File: src/rtl/parking_gate_controller_pkg.sv
// Shared types and constants for the parking gate controller.
package parking_pkg;

  typedef enum logic [1:0] {
    IDLE,
    OPEN_IN,
    OPEN_OUT,
    CLOSE
  } state_e;

  localparam logic [3:0] BLANK_DIGIT = 4'hF;
  localparam logic       DIR_ENTRY   = 1'b0;
  localparam logic       DIR_EXIT    = 1'b1;

  // Elaboration-time only: turns a 0..99 constant into {tens, ones}.
  function automatic logic [7:0] to_bcd(input int unsigned value);
    return {4'(value / 10), 4'(value % 10)};
  endfunction

endpackage

File: src/rtl/parking_gate_controller_if.sv
// Request/status bundle between the gate loops, beam sensor, display and controller.
interface parking_gate_controller_if;
  logic       entry_req;
  logic       exit_req;
  logic       car_passed;
  logic       gate_open;
  logic       gate_dir;
  logic       busy;
  logic       full;
  logic       empty;
  logic [3:0] free_tens;
  logic [3:0] free_ones;
  logic       timeout_err;

  modport master (
    output entry_req, exit_req, car_passed,
    input  gate_open, gate_dir, busy, full, empty, free_tens, free_ones, timeout_err
  );

  modport slave (
    input  entry_req, exit_req, car_passed,
    output gate_open, gate_dir, busy, full, empty, free_tens, free_ones, timeout_err
  );
endinterface

File: src/rtl/parking_gate_controller_bcd_updown_counter.sv
// Two-digit BCD up/down counter with digit carry/borrow and saturation at 0 and MAX_VALUE.
module bcd_updown_counter
  import parking_pkg::*;
#(
  parameter int unsigned MAX_VALUE   = 20,
  parameter int unsigned RESET_VALUE = 20
) (
  input  logic       clk,
  input  logic       rst_n,
  input  logic       inc,
  input  logic       dec,
  output logic [3:0] tens,
  output logic [3:0] ones,
  output logic       at_zero,
  output logic       at_max
);

  localparam logic [7:0] MAX_BCD   = to_bcd(MAX_VALUE);
  localparam logic [7:0] RESET_BCD = to_bcd(RESET_VALUE);

  logic [3:0] tens_q, tens_d;
  logic [3:0] ones_q, ones_d;
  logic       at_zero_q, at_zero_d;
  logic       at_max_q, at_max_d;

  // Flags are computed from the next value so they land on the same edge as the digits.
  always_comb begin
    tens_d = tens_q;
    ones_d = ones_q;
    if (inc && !at_max_q) begin
      if (ones_q == 4'd9) begin
        ones_d = 4'd0;
        tens_d = tens_q + 4'd1;
      end else begin
        ones_d = ones_q + 4'd1;
      end
    end else if (dec && !at_zero_q) begin
      if (ones_q == 4'd0) begin
        ones_d = 4'd9;
        tens_d = tens_q - 4'd1;
      end else begin
        ones_d = ones_q - 4'd1;
      end
    end
    at_zero_d = ({tens_d, ones_d} == 8'h00);
    at_max_d  = ({tens_d, ones_d} == MAX_BCD);
  end

  always_ff @(posedge clk or negedge rst_n) begin
    if (!rst_n) begin
      tens_q    <= RESET_BCD[7:4];
      ones_q    <= RESET_BCD[3:0];
      at_zero_q <= (RESET_BCD == 8'h00);
      at_max_q  <= (RESET_BCD == MAX_BCD);
    end else begin
      tens_q    <= tens_d;
      ones_q    <= ones_d;
      at_zero_q <= at_zero_d;
      at_max_q  <= at_max_d;
    end
  end

  assign tens    = tens_q;
  assign ones    = ones_q;
  assign at_zero = at_zero_q;
  assign at_max  = at_max_q;

endmodule

File: src/rtl/parking_gate_controller.sv
// Entry/exit barrier sequencer with BCD free-space count.
// Optional LEADING_ZERO_BLANK_EN blanks a zero tens digit on the display.
module parking_gate_controller
  import parking_pkg::*;
#(
  parameter int unsigned CAPACITY         = 20,
  parameter int unsigned GATE_OPEN_CYCLES = 50,
  parameter int unsigned TIMER_W          = 8
) (
  input logic                      clk,
  input logic                      rst_n,
  parking_gate_controller_if.slave bus
);

  state_e               state_q, state_d;
  logic [TIMER_W-1:0]   timer_q, timer_d;
  logic                 gate_open_q, gate_open_d;
  logic                 gate_dir_q, gate_dir_d;
  logic                 busy_q, busy_d;
  logic                 timeout_err_q, timeout_err_d;
  logic                 cnt_inc, cnt_dec;
  logic [3:0]           cnt_tens;

  // Exit wins arbitration; a pass and a window expiry in the same cycle count as a pass.
  always_comb begin
    state_d       = state_q;
    timer_d       = timer_q;
    gate_dir_d    = gate_dir_q;
    timeout_err_d = 1'b0;
    cnt_inc       = 1'b0;
    cnt_dec       = 1'b0;
    unique case (state_q)
      IDLE: begin
        timer_d = '0;
        if (bus.exit_req && !bus.empty) begin
          state_d    = OPEN_OUT;
          gate_dir_d = DIR_EXIT;
        end else if (bus.entry_req && !bus.full) begin
          state_d    = OPEN_IN;
          gate_dir_d = DIR_ENTRY;
        end
      end
      OPEN_IN, OPEN_OUT: begin
        if (bus.car_passed) begin
          cnt_dec = (state_q == OPEN_IN);
          cnt_inc = (state_q == OPEN_OUT);
          state_d = CLOSE;
        end else if (timer_q == TIMER_W'(GATE_OPEN_CYCLES - 1)) begin
          timeout_err_d = 1'b1;
          state_d       = CLOSE;
        end else begin
          timer_d = timer_q + TIMER_W'(1);
        end
      end
      CLOSE: begin
        timer_d = '0;
        state_d = IDLE;
      end
      default: begin
        timer_d = '0;
        state_d = IDLE;
      end
    endcase
    gate_open_d = (state_d == OPEN_IN) || (state_d == OPEN_OUT);
    busy_d      = (state_d != IDLE);
  end

  always_ff @(posedge clk or negedge rst_n) begin
    if (!rst_n) begin
      state_q       <= IDLE;
      timer_q       <= '0;
      gate_open_q   <= 1'b0;
      gate_dir_q    <= DIR_ENTRY;
      busy_q        <= 1'b0;
      timeout_err_q <= 1'b0;
    end else begin
      state_q       <= state_d;
      timer_q       <= timer_d;
      gate_open_q   <= gate_open_d;
      gate_dir_q    <= gate_dir_d;
      busy_q        <= busy_d;
      timeout_err_q <= timeout_err_d;
    end
  end

  bcd_updown_counter #(
    .MAX_VALUE   (CAPACITY),
    .RESET_VALUE (CAPACITY)
  ) u_free_count (
    .clk     (clk),
    .rst_n   (rst_n),
    .inc     (cnt_inc),
    .dec     (cnt_dec),
    .tens    (cnt_tens),
    .ones    (bus.free_ones),
    .at_zero (bus.full),
    .at_max  (bus.empty)
  );

`ifdef LEADING_ZERO_BLANK_EN
  assign bus.free_tens = (cnt_tens == 4'd0) ? BLANK_DIGIT : cnt_tens;
`else
  assign bus.free_tens = cnt_tens;
`endif

  assign bus.gate_open   = gate_open_q;
  assign bus.gate_dir    = gate_dir_q;
  assign bus.busy        = busy_q;
  assign bus.timeout_err = timeout_err_q;

endmodule

File: src/flat_wrapper.sv
// flat-port wrapper written by rule: the top's interface ports become plain ports
module parking_gate_controller_flat import parking_pkg::*;
#(
  parameter int unsigned CAPACITY         = 20,
  parameter int unsigned GATE_OPEN_CYCLES = 50,
  parameter int unsigned TIMER_W          = 8
)
  (clk, rst_n, bus_entry_req, bus_exit_req, bus_car_passed, bus_gate_open, bus_gate_dir, bus_busy, bus_full, bus_empty, bus_free_tens, bus_free_ones, bus_timeout_err);
  parking_gate_controller_if bus_i ();
  input logic clk;
  input logic rst_n;
  input wire logic [$bits(bus_i.entry_req)-1:0] bus_entry_req;
  input wire logic [$bits(bus_i.exit_req)-1:0] bus_exit_req;
  input wire logic [$bits(bus_i.car_passed)-1:0] bus_car_passed;
  output wire logic [$bits(bus_i.gate_open)-1:0] bus_gate_open;
  output wire logic [$bits(bus_i.gate_dir)-1:0] bus_gate_dir;
  output wire logic [$bits(bus_i.busy)-1:0] bus_busy;
  output wire logic [$bits(bus_i.full)-1:0] bus_full;
  output wire logic [$bits(bus_i.empty)-1:0] bus_empty;
  output wire logic [$bits(bus_i.free_tens)-1:0] bus_free_tens;
  output wire logic [$bits(bus_i.free_ones)-1:0] bus_free_ones;
  output wire logic [$bits(bus_i.timeout_err)-1:0] bus_timeout_err;
  assign bus_i.entry_req = bus_entry_req;
  assign bus_i.exit_req = bus_exit_req;
  assign bus_i.car_passed = bus_car_passed;
  assign bus_gate_open = bus_i.gate_open;
  assign bus_gate_dir = bus_i.gate_dir;
  assign bus_busy = bus_i.busy;
  assign bus_full = bus_i.full;
  assign bus_empty = bus_i.empty;
  assign bus_free_tens = bus_i.free_tens;
  assign bus_free_ones = bus_i.free_ones;
  assign bus_timeout_err = bus_i.timeout_err;
  parking_gate_controller #(.CAPACITY(CAPACITY), .GATE_OPEN_CYCLES(GATE_OPEN_CYCLES), .TIMER_W(TIMER_W)) u_core (.clk(clk), .rst_n(rst_n), .bus(bus_i));
endmodule
File: config.mk
export PLATFORM = sky130hd
export DESIGN_NAME = parking_gate_controller_flat
export DESIGN_NICKNAME = d
export VERILOG_FILES = /design/src/rtl/parking_gate_controller_pkg.sv /design/src/rtl/parking_gate_controller_if.sv /design/src/rtl/parking_gate_controller_bcd_updown_counter.sv /design/src/rtl/parking_gate_controller.sv /design/src/flat_wrapper.sv
export SDC_FILE = /design/constraint.sdc
export NUM_CORES = 1
export LEC_CHECK = 0
export CORE_MARGIN = 2
export CORE_UTILIZATION = 60
export CTS_BUF_LIST = sky130_fd_sc_hd__clkbuf_4
export CTS_CLUSTER_DIAMETER = 50
export DETAILED_ROUTE_END_ITERATION = 6
export GPL_ROUTABILITY_DRIVEN = 0
export PLACE_DENSITY_LB_ADDON = 0.05
export SETUP_SLACK_MARGIN = 0.3
export SLEW_MARGIN = 20
export SYNTH_ARGS = -nofsm -noshare
export SYNTH_HDL_FRONTEND = slang
export SYNTH_SLANG_ARGS = --single-unit
export TNS_END_PERCENT = 10
File: constraint.sdc
create_clock -name clk -period 3.5 [get_ports clk]
set_clock_uncertainty 0.05 [all_clocks]
set_input_delay 0.525 -clock clk [delete_from_list [all_inputs] [get_ports clk]]
set_output_delay 0.525 -clock clk [all_outputs]
set_load 0.02 [all_outputs]
After elaboration in Yosys (flattened, before gate mapping)
Index checks and enable logic that the tools add are counted.

cells by class
  multiplexer cells = 25
  reductions and logical operators = 16
  add/subtract/negate cells = 5
  equality and inequality tests = 10

operators with widths
  kind                 count
  $mux 4               8
  $eq 8x6->1 const B   2
  $mux 8               2
  $pmux 8 s2           1
  $mux 1               9
  $add 4x1->4 const B  2
  $add 8x1->8 const B  1
  $logic_not 8->1      1
  $mux 2               4
  $sub 4x1->4 const B  2
  $eq 2x2->1 const B   3
  $pmux 2 s3           1
  $eq 2x1->1 const B   2
  $eq 4x4->1 const B   1
  $logic_and 1x1->1    4
  $logic_not 4->1      1
  $ne 2x2->1 const B   2
  $reduce_and 2->1     2
  $reduce_bool 2->1    2
  $reduce_or 2->1      2
  $logic_not 1->1      2
  $logic_not 2->1      1
  $logic_or 1x1->1     1

word-level totals
  bits in registers = 24
  output and inout bits = 14
  word-level logic and storage cells = 66
  bits of input ports = 5

Logic depth before layout (Yosys ltp)
  depth after elaboration = 7
  depth in mapped cells = 9
  mapped depth without buffers = 9

Hierarchy
A second synthesis with hierarchy kept.

second synthesis, totals
  cells, all modules = 145
  area total of the unflattened synthesis = 1,467.7 µm²

modules (own cells, without submodules)
  module                   area each (µm²)  cells an instance  instances
  parking_gate_controller  795.8            75                 1
  bcd_updown_counter       671.9            70                 1

Least setup slack after synthesis
OpenSTA, ideal clock, no wires.

  path type = register -> register
  from = reg u_core.u_free_count.tens_q[1] (netlist: u_core.u_free_count.tens[1])
  to = reg u_core.u_free_count.at_max_q (netlist: u_core.u_free_count.at_max)
  slack = 1,506 ps
  cell stages (with the launch flop) = 7
  buffers on the path = 0
  arrival = 1,855 ps
  library setup time = 89 ps
  cell sequence = dfstp_2 -> inv_1 -> ha_1 -> or2b_2 -> o32a_1 -> a211o_1 -> a211oi_1

on the way
  longest elaborated chain between the ends = 5
  elaborated cells on any way between the ends = 7

RTL lines
  item                              line                                              RTL
  from (decl)                       parking_gate_controller_bcd_updown_counter.sv:21  logic [3:0] tens_q, tens_d;
  from (signal assigned)            parking_gate_controller_bcd_updown_counter.sv:51  tens_q <= RESET_BCD[7:4];
  from (signal assigned)            parking_gate_controller_bcd_updown_counter.sv:56  tens_q <= tens_d;
  $sub 4x1->4                       parking_gate_controller_bcd_updown_counter.sv:40  tens_d = tens_q - 4'd1;
  $mux 4                            parking_gate_controller_bcd_updown_counter.sv:38  if (ones_q == 4'd0) begin
  $mux 4                            parking_gate_controller_bcd_updown_counter.sv:37  end else if (dec && !at_zero_q) begin
  $mux 4 *                          parking_gate_controller_bcd_updown_counter.sv:30  if (inc && !at_max_q) begin
  $eq 8x6->1 *                      parking_gate_controller_bcd_updown_counter.sv:46  at_max_d = ({tens_d, ones_d} == MAX_BCD);
  via u_core.u_free_count.at_max_d  parking_gate_controller_bcd_updown_counter.sv:24  logic at_max_q, at_max_d;
  to (signal assigned)              parking_gate_controller_bcd_updown_counter.sv:54  at_max_q <= (RESET_BCD == MAX_BCD);
  to (signal assigned)              parking_gate_controller_bcd_updown_counter.sv:59  at_max_q <= at_max_d;
  to (decl)                         parking_gate_controller_bcd_updown_counter.sv:24

The timed path passes the listed nets; every way through them passes the cells marked *.
A chain may end at the register's enable or synchronous reset.

Worst setup path in the final report
  from = in bus_car_passed
  to = reg u_core.u_free_count.at_max_q (netlist: u_core.u_free_count.at_max)

on the way
  longest elaborated chain between the ends = 6
  elaborated cells on any way between the ends = 11

RTL lines
  item                              line                                              RTL
  from (decl)                       flat_wrapper.sv:14                                input wire logic [$bits(bus_i.car_passed)-1:0] bus_car_passed;
  $mux 1                            parking_gate_controller.sv:44                     if (bus.car_passed) begin
  $mux 1                            parking_gate_controller.sv:32                     unique case (state_q)
  $logic_and 1x1->1                 parking_gate_controller_bcd_updown_counter.sv:37
  $mux 4                            parking_gate_controller_bcd_updown_counter.sv:37
  $mux 4                            parking_gate_controller_bcd_updown_counter.sv:30
  $eq 8x6->1 *                      parking_gate_controller_bcd_updown_counter.sv:46
  via u_core.u_free_count.at_max_d  parking_gate_controller_bcd_updown_counter.sv:24

Marks and branches as above.

==> metrics.cfg <==
[global_routing]
grt_max_degree = 25
grt_pass1_wl_mm = 4.878
track_usage_pct = 23.12
grt.overflow.total = 0
antenna_found_initial = 0
grt_pass1_vias = 1100

[yosys]
synth_nets = 178
synth_top_area_cell = dfrtp_1
yosysTopAreaCellShare_pct = 35.74
yosys_register_bits = 24
synth_ff_type = dfrtp_1
ys_top_cells_by_count = dfrtp_1 (22), nand2_1 (18), inv_1 (13), ha_1 (8), nor2_1 (8)
synthCells = 165
syn_area_per_cell_um2 = 9.335
synth.distinct_cells = 50
yosysWarnings = 0
synth_most_common_cell = dfrtp_1
netlist_area_um2 = 1540
seq_area_frac_synth_pct = 39.16
synthTopCellsByArea = dfrtp_1 (36%), ha_1 (6.5%), nand2_1 (4.4%)
synth_edf_count = 0
async_reset_ff_share_pct = 100.0

[timing]
post-route-min-period_ps = 2381
slew_violations = 0
fin_crit_sh_pct = 68.02
report.final.hold_viol_count = 0
hold_ws_ps = 107.4
setup_tns_ps = 0
finalSetupViolCount = 0
slew_headroom_pct = 62.41
grt_setup_unrepaired = no
fmax_mhz = 420.1
worstMarginPinSlew_ps = 556.5

[die]
design.die.area_um2 = 2988
die_y_um = 54.67
ioPinCount = 19
rows = 18
core_um2 = 2455
initial_core_util_pct = 62.74
die_w_um = 54.67

[clock_network]
path_clk_slew_ps = 130
hold_buffers = 0
postCtsSetupRepairBufs = 0
ctsRootBufferMaster = clkbuf_4
clock_sinks = 24
htree_levels = 1
cts_buffer_depth = 2
cts_tree = done
post_cts_resized = 0
clock_latency_ps = 310
cts_buffers = 3

[setup_path]
crit_required_ps = 3690
r2r_end = u_core.u_free_count.at_max$_DFF_PN1_
cp_max_fo = 11
end_kind = flip-flop
crit_arrival_ps = 2570
crit_type = in2reg
r2r-start = u_core.state_q[0]$_DFF_PN0_
rrSetupSlack_ps = 1190
r2r_cells = 7
crit_path_start_kind = primary input

[drt]
num_vias = 1253
routed_wirelength_mm = 3.035
firstDrtPassIters = 4
drt-initial-drc-count = 25
drc = 0
ant_nets = 0
vias_per_cell = 5.995
wire_per_inst_um = 14.52

[power_and_ir_drop]
ir_worst_vdd_uv = 651.5
power_leakage_nw = 0.7905
p_total_mw = 1.451
power_density_nw_per_um2 = 820.7

[final_layout]
area_delta_synth_final_pct = 14.79
drive_above_1_share_pct = 9.497
stdcell_area_um2 = 1768
utilization_pct = 72.02
antenna_cells = 0
fin_nets = 193

[status]
status = finished clean

[min_path]
hp-class = in2async

[placement]
io_buffers = 18
dpl_cell_area_um2 = 1720
dp_hpwl_mm = 2.295

[run]
cap_violations = 0

==> critical path, stage by stage <==
cell	delay, ps
clkdlybuf4s50_1	720
and3b_1	420
nand4_2	180
and2_4	210
a211o_1	280
a211oi_1	230
==> worst max-delay path by stage <==
| stage | startpoint | endpoint | cells past startpoint |
|---|---|---|---|
| detailed placement | bus_car_passed | u_core.u_free_count.at_max$_DFF_PN1_ | 6 |
| CTS | bus_car_passed | u_core.u_free_count.at_max$_DFF_PN1_ | 6 |
| finish | bus_car_passed | u_core.u_free_count.at_max$_DFF_PN1_ | 6 |
| global placement | bus_car_passed | u_core.u_free_count.at_max$_DFF_PN1_ | 6 |
| floorplan | u_core.u_free_count.tens[1]$_DFF_PN1_ | u_core.u_free_count.at_max$_DFF_PN1_ | 6 |
| global route | u_core.state_q[0]$_DFF_PN0_ | u_core.u_free_count.at_zero$_DFF_PN0_ | 7 |
==> cell type report <==
type | count | area [um2]
repair buffers | 18 | 175.2
fillers | 194 | 686.9
well taps | 30 | 37.54
clock inverters | 1 | 30.03
flip-flops and latches | 24 | 603.1
inverters | 13 | 48.80
clock buffers | 3 | 22.52
multi-input cells | 120 | 850.8
==> per-layer routing <==
| metal | vias to the layer above | part of all wire, % | track usage [%] |
|---|---|---|---|
| met2 | 26 | 54 | 42.06 |
| li1 | 610 | - | - |
| met5 | - | 0 | 0 |
| met1 | 613 | 42 | 27.54 |
| met3 | 4 | 2.4 | 2.459 |
| met4 | 0 | 1.3 | 8.750 |
==> cell usage in the layout (no fill, tap or decap), types with 3 or more instances in the layout <==
master	count
o21ai_0	7
nor2b_1	4
nand2_1	18
a21oi_1	4
inv_1	13
dfrtp_1	22
nand2b_1	3
mux2i_1	3
clkdlybuf4s50_1	17
ha_1	8
xor2_1	3
clkbuf_4	3
nand4_1	6
and2_1	7
nand3_1	3
xnor2_1	7
nor2_1	8
==> per-stage QoR <==
step,cells,setup WS (ps)
5_1_grt,209,998.3
2_1_floorplan,165,1506
3_3_place_gp,205,881.9
6_report,209,1119
3_5_place_dp,205,821.3
4_1_cts,209,1146
==> cells by family (layout without fill, tap and decap cells) <==
| logic type | count (synthesis) | count (layout) | synth area share, % |
|---|---|---|---|
| xor gates and xnor gates | 10 | 10 | 5.687 |
| adders and majority gates | 8 | 8 | 6.499 |
| muxes | 4 | 4 | 2.681 |
| DFF | 24 | 24 | 39.16 |
| and+or+nand+nor | 67 | 67 | 25.91 |
| buffers and inverters | 21 | 35 | 5.605 |
| AOI/OAI and AO/OA | 31 | 31 | 14.46 |
==> state kept, by name (all words and copies together), names as in the netlist <==
name,count
u_core.bus.gate_open,1
u_core.u_free_count.tens,4
u_core.state_q,2
u_core.bus.busy,1
u_core.timer_q,8
u_core.u_free_count.at_max,1
u_core.bus.gate_dir,1
u_core.bus.timeout_err,1
u_core.u_free_count.at_zero,1
u_core.u_free_count.ones,4
==> power by group <==
| part | switching, mW | internal [mW] | leakage [nW] |
|---|---|---|---|
| sequential | 0.150 | 0.367 | 0.301 |
| clock | 0.0843 | 0.116 | 0.0279 |
| combinational | 0.385 | 0.349 | 0.461 |
No activity file was read; power rests on OpenSTA's default activity.
==> variant 1, RTL diff (same settings) <==
`GATE_OPEN_CYCLES` is set to 50 in 2 places; all go to 32.
--- a/src/rtl/parking_gate_controller.sv
+++ b/src/rtl/parking_gate_controller.sv
@@ -4,7 +4,7 @@
   import parking_pkg::*;
 #(
   parameter int unsigned CAPACITY         = 20,
-  parameter int unsigned GATE_OPEN_CYCLES = 50,
+  parameter int unsigned GATE_OPEN_CYCLES = 32,
   parameter int unsigned TIMER_W          = 8
 ) (
   input logic                      clk,
--- a/src/flat_wrapper.sv
+++ b/src/flat_wrapper.sv
@@ -2,7 +2,7 @@
 module parking_gate_controller_flat import parking_pkg::*;
 #(
   parameter int unsigned CAPACITY         = 20,
-  parameter int unsigned GATE_OPEN_CYCLES = 50,
+  parameter int unsigned GATE_OPEN_CYCLES = 32,
   parameter int unsigned TIMER_W          = 8
 )
   (clk, rst_n, bus_entry_req, bus_exit_req, bus_car_passed, bus_gate_open, bus_gate_dir, bus_busy, bus_full, bus_empty, bus_free_tens, bus_free_ones, bus_timeout_err);
Function: no difference found for any inputs over 10 cycles, from zero or initial values and one cycle with rst_n low; that may be too few to reach the edited logic, so the function may still have changed.
==> variant 1 against the unedited design <==
First-iteration DRC count up 4.0%. Area after synthesis down 3.0%. Power down 4.1%. Via count down 0.56%. Setup slack better by 0.044 ns. Final area down 2.1%. Synthesized cell count down 1.2%. Die area down 2.8%. Cell count down 0.48%. Sequential cell count unchanged. Wire length up 0.86%. Largest power group unchanged.
==> variant 1: results (changes against the unedited design) <==
| Metric | Value |
|---|---|
| VDD IR max | `0.6122 mV (was 0.6515 mV)` |
| Max FFs per register | `8 (unchanged)` |
| Syn nets | `175 (was 178)` |
| Drt initial violations | `26 (was 25)` |
| IO Port Bufs | `18 (unchanged)` |
| Nets | `191 (was 193)` |
| Vias in the first global route | `1123 (was 1100)` |
| Total Wirelength | `3061 µm (was 3035 µm)` |
| Top cells by count, synth | `22 x dfrtp_1, 15 x nand2_1, 9 x inv_1, 9 x nor2_1, 8 x and2_1 (was 22 x dfrtp_1, 18 x nand2_1, 13 x inv_1)` |
| Filler Cell Count | `175 (was 194)` |
| All-Layer GR Usage | `23.01% (was 23.12%)` |
| Distinct cells, synth | `46 (was 50)` |
| GR Util met2 | `37.60% (was 42.06%)` |
| Cells after DPL | `204 (was 205)` |
| Met2 wire length | `1481 µm (was 1643 µm)` |
| Share of cells above drive strength 1 | `7.303% (was 9.497%)` |
| First-pass GRT wire length | `4864 µm (was 4878 µm)` |
| M1 WL | `1440 µm (was 1279 µm)` |
| Latest clock arrival within the worst-skew pair | `0.32 ns` |
| # resized after CTS | `0 (unchanged)` |
| Pleak | `0.7780 nW (was 0.7905 nW)` |
| Status | `completed (unchanged)` |
| Post-CTS setup buffers | `0 (unchanged)` |
| DR vias | `1246 (was 1253)` |
| Post-synth ARST share | `100.0% (unchanged)` |
| M1 GR Usage | `31.15% (was 27.54%)` |
| Critical path peak fanout | `13 (was 11)` |
| Top Layer Used | `met4 (unchanged)` |
| Synth area leaders | `dfrtp_1 37%, ha_1 5.9%, xnor2_1 4.1% (was dfrtp_1 36%, ha_1 6.5%, nand2_1 4.4%)` |
| Worst-case clock buffer depth | `2 (unchanged)` |
| Met3 Usage GRT | `3.333% (was 2.459%)` |
| Setup WS pre-CTS | `0.8765 ns (was 0.8213 ns)` |
| Critical Path AT | `2.51 ns (was 2.57 ns)` |
| Kind of critical path | `reg -> reg (was in -> reg)` |
| Max_slew headroom | `60.77% (was 62.41%)` |
| Max-slew violations | `0 (unchanged)` |
| Layout Cells excl Fill | `208 (was 209)` |
| Hpwl dp | `2167 µm (was 2295 µm)` |
| Mean Syn Cell Area | `9.165 µm² (was 9.335 µm²)` |
| Routed length on met3 | `113 µm (was 73 µm)` |
| Post-synthesis sequential area ratio | `40.37% (was 39.16%)` |
| ANT cells | `0 (unchanged)` |
| Area Growth Syn to Fin | `15.83% (was 14.79%)` |
## variant 1: logic make-up after synthesis
kind of cell	Yosys count	share of synthesized area, %
AOI/OAI and AO/OA	34	16.33
DFF	24	40.37
buffers and inverters	17	4.439
xor gates and xnor gates	13	7.621
adders and majority gates	7	5.862
and+or+nand+nor	68	25.38
## variant 1: worst paths after layout
path                                               end  slack [ns]
min in group clk                   u_core.bus.gate_dir        0.47
hold / removal             u_core.u_free_count.ones[3]        0.10
hold reg to reg                    u_core.bus.gate_dir        0.47
setup / recovery           u_core.u_free_count.at_zero        1.16
max in group asynchronous  u_core.u_free_count.tens[1]        2.94
setup reg to reg           u_core.u_free_count.at_zero        1.16
## variant 1: power breakdown
group          total [mW]  switching [mW]  internal (mW)
registers           0.510           0.144          0.367
clock network       0.202          0.0862          0.116
logic               0.679           0.368          0.311
## variant 1: through the flow
step / hold WS, ns / instance area, µm² / utilization [%]
4_1_cts: 0.4609 / 1735 / 72.01
3_3_place_gp: 0.4196 / 1683 / 69.83
5_1_grt: 0.1407 / 1730 / 71.81
2_1_floorplan: 0.1794 / 1494 / -
3_5_place_dp: 0.4259 / 1683 / 69.83
6_report: 0.1044 / 1730 / 71.81
## variant 1: layout make-up
class                           instances  area (µm²)  area share [%]
Clock buffer                            3       22.52           1.302
Clock inverter                          1       30.03           1.735
Inverter                               10       37.54           2.169
Multi-Input combinational cell        122       824.5           47.65
Sequential cell                        24       603.1           34.85
Tap cell                               30       37.54           2.169
Timing Repair Buffer                   18       175.2           10.12
## variant 1: worst max-delay path, stage by stage (launching register included)
cell	delay [ns]
dfrtp_1	0.41
inv_1	0.08
ha_1	0.46
and3b_1	0.26
nand4_1	0.13
a211o_1	0.41
and3_1	0.22
o211a_1	0.22
==> variant 2, RTL diff (config.mk and constraints unchanged) <==
Without the edit above. Encoding of `state_e`: now one-hot (4 bits for 4 states).
--- a/src/rtl/parking_gate_controller_pkg.sv
+++ b/src/rtl/parking_gate_controller_pkg.sv
@@ -1,11 +1,11 @@
 // Shared types and constants for the parking gate controller.
 package parking_pkg;
 
-  typedef enum logic [1:0] {
-    IDLE,
-    OPEN_IN,
-    OPEN_OUT,
-    CLOSE
+  typedef enum logic [3:0] {
+    IDLE     = 4'b0001,
+    OPEN_IN  = 4'b0010,
+    OPEN_OUT = 4'b0100,
+    CLOSE    = 4'b1000
   } state_e;
 
   localparam logic [3:0] BLANK_DIGIT = 4'hF;
Function: no difference found for any inputs over 10 cycles, from zero or initial values and one cycle with rst_n low; not proved beyond that.
==> variant 2 against the unedited design <==
Combinational power fell by 36%. Sequential share of layout area rose by 5.8 points. Count of clock-buffer cells in the layout up 1. Hold slack improved by 0.35 ns. Power is 24% lower. Wire length down 12%. Setup slack worse by 0.20 ns. Sequential power decreased by 4%. Area after synthesis decreased by 8.9%. Sequential cell count increased by 2. Final area is 7.2% lower. Largest cell class unchanged.
==> variant 2: results (changes against the unedited design) <==
| Metric | Value |
|---|---|
| Status | `completed (unchanged)` |
| Critical path peak fanout | `9 (was 11)` |
| Pleak | `0.6756 nW (was 0.7905 nW)` |
| Share of cells above drive strength 1 | `8.485% (was 9.497%)` |
| Drt initial violations | `22 (was 25)` |
| M1 GR Usage | `32.65% (was 27.54%)` |
| Setup WS pre-CTS | `0.5751 ns (was 0.8213 ns)` |
| Internal Power | `0.6538 mW (was 0.8321 mW)` |
| Area after DPL | `1610 µm² (was 1720 µm²)` |
| Minimum clock period | `2.578 ns (was 2.381 ns)` |
| Met2 wire length | `1276 µm (was 1643 µm)` |
| Worst-Margin Slew | `0.5208 ns (was 0.5565 ns)` |
| Critical Path AT | `2.80 ns (was 2.57 ns)` |
| Met3 Usage GRT | `6.000% (was 2.459%)` |
| All-Layer GR Usage | `23.49% (was 23.12%)` |
| Distinct cells, synth | `42 (was 50)` |
| Layout Cells excl Fill | `193 (was 209)` |
| Filler Cell Count | `161 (was 194)` |
| Hpwl dp | `1911 µm (was 2295 µm)` |
| XOR/XNOR Fraction of Synth Area | `6.863% (was 5.686%)` |
| Syn nets | `155 (was 178)` |
| Top cells by count, synth | `23 x dfrtp_1, 19 x nor2_1, 17 x nand2_1 (was 22 x dfrtp_1, 18 x nand2_1, 13 x inv_1)` |
| Synth Area in Compound Gates | `9.804% (was 14.46%)` |
| Vias per cell | `5.860 (was 5.995)` |
| Clock power frac | `12.3% (was 13.8%)` |
| Mean Syn Cell Area | `9.615 µm² (was 9.335 µm²)` |
| Max incr delay on CP | `0.60 ns (was 0.72 ns)` |
| Nets | `175 (was 193)` |
| Synth area leaders | `dfrtp_1 41%, dfstp_2 5.6%, nor2_1 5.1% (was dfrtp_1 36%, ha_1 6.5%, nand2_1 4.4%)` |
| First-pass GRT wire length | `4795 µm (was 4878 µm)` |
| Reg-to-Reg Start | `u_core.state_q[3] (was u_core.state_q[0])` |
| Vias in the first global route | `1093 (was 1100)` |
| Logic pwr share | `42.7% (was 50.6%)` |
| Fin Hold WS | `0.4544 ns (was 0.1074 ns)` |
variant 2: cell count changes in the layout (fill, tap and decap cells not counted), sizes merged, moves of 3 or more:
| cell | delta |
|---|---|
| nor2 | +11 |
| inv | -9 |
| and2 | -6 |
| nand4 | -5 |
| ha | -4 |
| nor3b | +4 |
| nand3 | +3 |
| or3 | +3 |
| xor2 | +3 |
variant 2: logic make-up (layout without fill, tap and decap cells):
logic type                 count (synthesis)  count (layout)
DFF                                       26              26
and+or+nand+nor                           76              76
muxes                                      1               1
adders and majority gates                  4               4
buffers and inverters                      8              27
AOI/OAI and AO/OA                         20              20
xor gates and xnor gates                  11              11
variant 2: area by class of cell:
class                      count  share of cell area, %
clock buffer                   4                  1.831
sequential                    26                  39.89
inverter                       4                 0.9153
multi-input combinational    112                  43.78
tap                           28                  2.136
timing repair buffer          19                  11.44
